<file path="config.mk">
export PLATFORM = sky130hd
export DESIGN_NAME = regfile_wb_arbiter
export DESIGN_NICKNAME = d
export VERILOG_FILES = /design/src/rtl/regfile_wb_arbiter.sv
export SDC_FILE = /design/constraint.sdc
export NUM_CORES = 1
export LEC_CHECK = 0
export ABC_AREA = 0
export ABC_CLOCK_PERIOD_IN_PS = 3600
export CAP_MARGIN = 20
export CORE_UTILIZATION = 44
export CTS_CLUSTER_DIAMETER = 80
export DETAILED_ROUTE_END_ITERATION = 8
export PLACE_DENSITY_LB_ADDON = 0.05
export SYNTH_ARGS = -nofsm -noshare
export SYNTH_HDL_FRONTEND = slang
export SYNTH_SLANG_ARGS = --single-unit
</file>
<file path="constraint.sdc">
create_clock -name clock -period 3.6 [get_ports clock]
set_clock_uncertainty 0.15 [all_clocks]
set_input_delay 0.72 -clock clock [delete_from_list [all_inputs] [get_ports clock]]
set_output_delay 0.72 -clock clock [all_outputs]
set_load 0.03 [all_outputs]
</file>
<file path="src/rtl/regfile_wb_arbiter.sv">
// regfile_wb_arbiter: round-robin write-back arbiter with busy scoreboard and zero-fill sweep
module regfile_wb_arbiter #(
  parameter int NREQ = 3,
  parameter bit CLEAR_ON_RESET = 1'b1
) (
  input  logic              clock,
  input  logic              reset,
  input  logic [NREQ-1:0]   req_valid,
  output logic [NREQ-1:0]   req_ready,
  input  logic [5*NREQ-1:0] req_num,
  input  logic [32*NREQ-1:0] req_data,
  input  logic              issue,
  input  logic [4:0]        issue_num,
  output logic [31:0]       busy,
  output logic [4:0]        wnum,
  output logic [31:0]       wdata,
  output logic              write,
  output logic              init_done
);
  localparam int PW = $clog2(NREQ);
  typedef enum logic {CLEAR, RUN} state_t;
  localparam state_t INIT = CLEAR_ON_RESET ? CLEAR : RUN;
  state_t state, state_next;
  logic [4:0] cnt;
  logic [PW-1:0] ptr, sel;
  logic hit, found;
  logic [4:0] sel_num;
  logic [31:0] sel_data, busy_next;
  assign init_done = state == RUN;
  always_comb begin
    hit = 1'b0;
    sel = ptr;
    for (int i = 1; i <= NREQ; i++) begin
      if (!hit && req_valid[(int'(ptr) + i) % NREQ]) begin
        hit = 1'b1;
        sel = PW'((int'(ptr) + i) % NREQ);
      end
    end
    found = hit && state == RUN;
    sel_num = req_num[5*sel +: 5];
    sel_data = req_data[32*sel +: 32];
    req_ready = found ? NREQ'(1) << sel : '0;
    busy_next = busy;
    if (found) busy_next[sel_num] = 1'b0;
    // a same-cycle issue overrides the retire so the new writer stays tracked
    if (issue && issue_num != 5'd0) busy_next[issue_num] = 1'b1;
    state_next = (state == CLEAR && cnt == 5'd31) ? RUN : state;
  end
  always_ff @(posedge clock or posedge reset)
    if (reset) state <= INIT;
    else state <= state_next;
  always_ff @(posedge clock or posedge reset) begin
    if (reset) begin
      cnt <= '0;
      write <= 1'b0;
      wnum <= '0;
      wdata <= '0;
      busy <= '0;
      ptr <= PW'(NREQ - 1);
    end else if (state == CLEAR) begin
      write <= 1'b1;
      wnum <= cnt;
      wdata <= '0;
      cnt <= cnt + 5'd1;
      busy <= '0;
    end else begin
      busy <= busy_next;
      write <= found && sel_num != 5'd0;
      if (found) begin
        wnum <= sel_num;
        wdata <= sel_data;
        ptr <= sel;
      end
    end
  end
endmodule
</file>
==> metrics <==
run status finished clean; n_diodes 0; top area cells in the synthesized netlist dfrtp_1, nand2_1, a22o_1, a31oi_1, nor2_1; static leakage 0.00310 uW; H-tree depth 3; XOR/XNOR Fraction of Synth Area 0.552%; Synth Flop Type dfrtp_1; Max-Cap Viols 0; CTS tree done; number of synthesis warnings 0; Worst-Margin Slew around 850 ps; complex-gate fraction of the synthesized area 25.9%; post-synthesis mux area share between 3 and 4%; clk_lat worst skew ~360 ps; critical path depth 10; Synth Area in Adders 1.58%; Area Growth Syn to Fin 53.9%; Post-Syn Area around 0.0048 mm^2; Die Ht 106 um; Arr. time, crit path 2640 ps; initial core utilization between 40% and 50%; CTS Buf Count 9; post-synthesis simple-gate area fraction 23.4%; f_max approximately 280 MHz; Slowest cell on crit path dfstp_2; CP Launch Point ptr[1]$_DFFE_PP1P_; DP Worst Slack -82.8 ps; Routability Congestion 0.893; Crit. End Element output port; minimum clock period between 3000 and 4000 ps; Reg2Reg Capture Point busy[5]$_DFF_PP0_; CP Capture Point req_ready[0]; crit-path max FO 8; largest net degree at the start of global routing 51; largest family of logic cells by synthesized area compound AO/OA/AOI/OAI gates; CTS clk-pin slew, worst paths 90 ps; via count between 5000 and 6000; post-route ant nets 0; crit path kind flip-flop to output port; PnR worst setup slack 85.6 ps; kind of cell adding the most delay to the critical path simple AND/OR/NAND/NOR gates; Synth Register Bits 78; Root Buffer clkbuf_8; io pins 196; pwr/cell area roughly 1100 mW/mm^2; Syn Inst Count 562; CP peak stage delay 590 ps; GR Overflow Total 0; antenna violations before repair 0; row cnt 37; fillers just under 900; drt drc 0; Die X ~110 um; routed wire length 16200 um; EDFF count, synth 0; vias in the first global route 5026; Buf/Inv on CP 2; Clock Path Buffers 2; top-area cell type share of the netlist area 40.5%; cell taking the most area after synthesis dfrtp_1; Final Hold Fails 0; core area 0.0104 mm^2; Worst R2R Start ptr[0]$_DFFE_PP0P_; CP Data Required Time 2730 ps; R2R Setup Slk 220 ps; PortBufs 195; Hold Crit Depth 1; clock sinks 78; max_slew headroom 43.5%; CP most frequent cell nand2_1; Final #Nets 904; sequential fraction of the synthesis area 41.0%; R2R depth 12; Initial DRC Count 358; RSZ-0062 raised after global routing true; syn nets 690; Hold Path Class flip-flop to flip-flop; dpl hpwl 11800 um; first-pass GRT wire length 25300 um; ys async rst share 100%; vias per cell 5.66; mean post-synth cell area 8.47 um^2; Tot GR Track Use 28.8%; post-route clock period utilization 97.6%; Pre-Repair DR Iteration Count 8; crit-path cells inv_1, ha_2, mux2i_2, mux2_2, nand2_1, nor3_4, nor2b_2, nand2_1, nor2_2, buf_12; max-slew violations 0; final setup fails 0; drt wl/cell 17.6 um; share of cells above drive strength 1 roughly 15%; Max VDD drop 653 uV; Hold WS 353 ps; CP startpoint kind flip-flop; DIE AREA about 0.011 mm^2; post-synth cell types 63; # hold bufs at CTS 0
==> area by class of cell <==
type / count / area, um^2 / share of cell area, %
clock buffer: 12 / 165 / 2.25
clock inverter: 4 / 28.8 / 0.393
inverter: 4 / 16.3 / 0.222
multi-input combinational: 441 / 2670 / 36.4
sequential: 78 / 1950 / 26.7
tap: 136 / 170 / 2.32
timing repair buffer: 242 / 2320 / 31.7
==> metrics by stage <==
| stage | power, uW | TNS, ps | utilization [%] | cell area, um^2 | instances |
|---|---|---|---|---|---|
| 2_1_floorplan | 5170 | -134 | - | 4760 | 562 |
| 3_3_place_gp | 7440 | 0 | 67.9 | 7080 | 899 |
| 3_5_place_dp | 7490 | -313 | 67.9 | 7080 | 899 |
| 4_1_cts | 8230 | 0 | 70.1 | 7300 | 915 |
| 5_1_grt | 8800 | -16.4 | 70.3 | 7320 | 917 |
| 6_report | 8270 | 0 | 70.3 | 7320 | 917 |
==> registers in the layout (all words and copies together), names as in the netlist <==
| signal | count |
|---|---|
| cnt | 5 |
| ptr | 2 |
| wnum | 5 |
| init_done | 1 |
| write | 1 |
| busy | 32 |
| wdata | 32 |
==> cell usage in the layout, fill, tap and decap left out, drive strengths merged, types with 5 or more instances in the layout <==
cell,n
dfrtp,77
clkdlybuf4s50,191
or2,6
a31oi,45
nor3,24
mux2i,5
mux2,11
buf,50
a21oi,19
clkbuf,12
o211ai,6
or3,5
nand3,5
ha,6
a22o,34
nor3b,8
o21ai,38
nand2,102
nor2,72
==> Yosys cell counts, drive strengths merged (5+ instances only) <==
cell	number
ha	6
a22o	34
clkbuf	23
mux2i	5
dfrtp	77
nand3	5
nand2	102
or2	6
a21oi	19
nor2	72
nor3	24
buf	16
o211ai	6
nor3b	8
a31oi	45
mux2	11
or3	5
o21ai	38
==> metal layers <==
metal	track usage [%]	up-vias	wire length (um)
li1	-	2457	-
met1	36.9	2507	6850
met2	49.4	197	7960
met3	5.21	27	1060
met4	8.43	0	297
met5	0	-	0
==> cell families after synthesis <==
group,after synthesis
and+or+nand+nor,246
AOI/OAI and AO/OA,170
DFF,78
buffers and inverters,43
muxes,16
adders and majority gates,6
xor gates and xnor gates,3
==> what timing repair did <==
item | CTS | global route
setup buffers | 0 | 2
pin swaps | 1 | 2
setup endpoints to repair | 3 | 3
gates resized for setup | 7 | 3
==> how the worst min path moves through the flow <==
stage,startpoint,end
after floorplan,cnt[3]$_DFFE_PP0N_,cnt[3]$_DFFE_PP0N_
after global placement,cnt[3]$_DFFE_PP0N_,cnt[3]$_DFFE_PP0N_
after detailed placement,cnt[3]$_DFFE_PP0N_,cnt[3]$_DFFE_PP0N_
after CTS,cnt[3]$_DFFE_PP0N_,cnt[3]$_DFFE_PP0N_
after global routing,wdata[13]$_DFFE_PP0P_,wdata[13]$_DFFE_PP0P_
final,cnt[3]$_DFFE_PP0N_,cnt[3]$_DFFE_PP0N_
==> where the power goes <==
part	total [uW]	switching (uW)	internal [uW]
clock	650	342	308
combinational	6100	3440	2650
sequential	1530	230	1300
(Power assumes the default switching activity.)
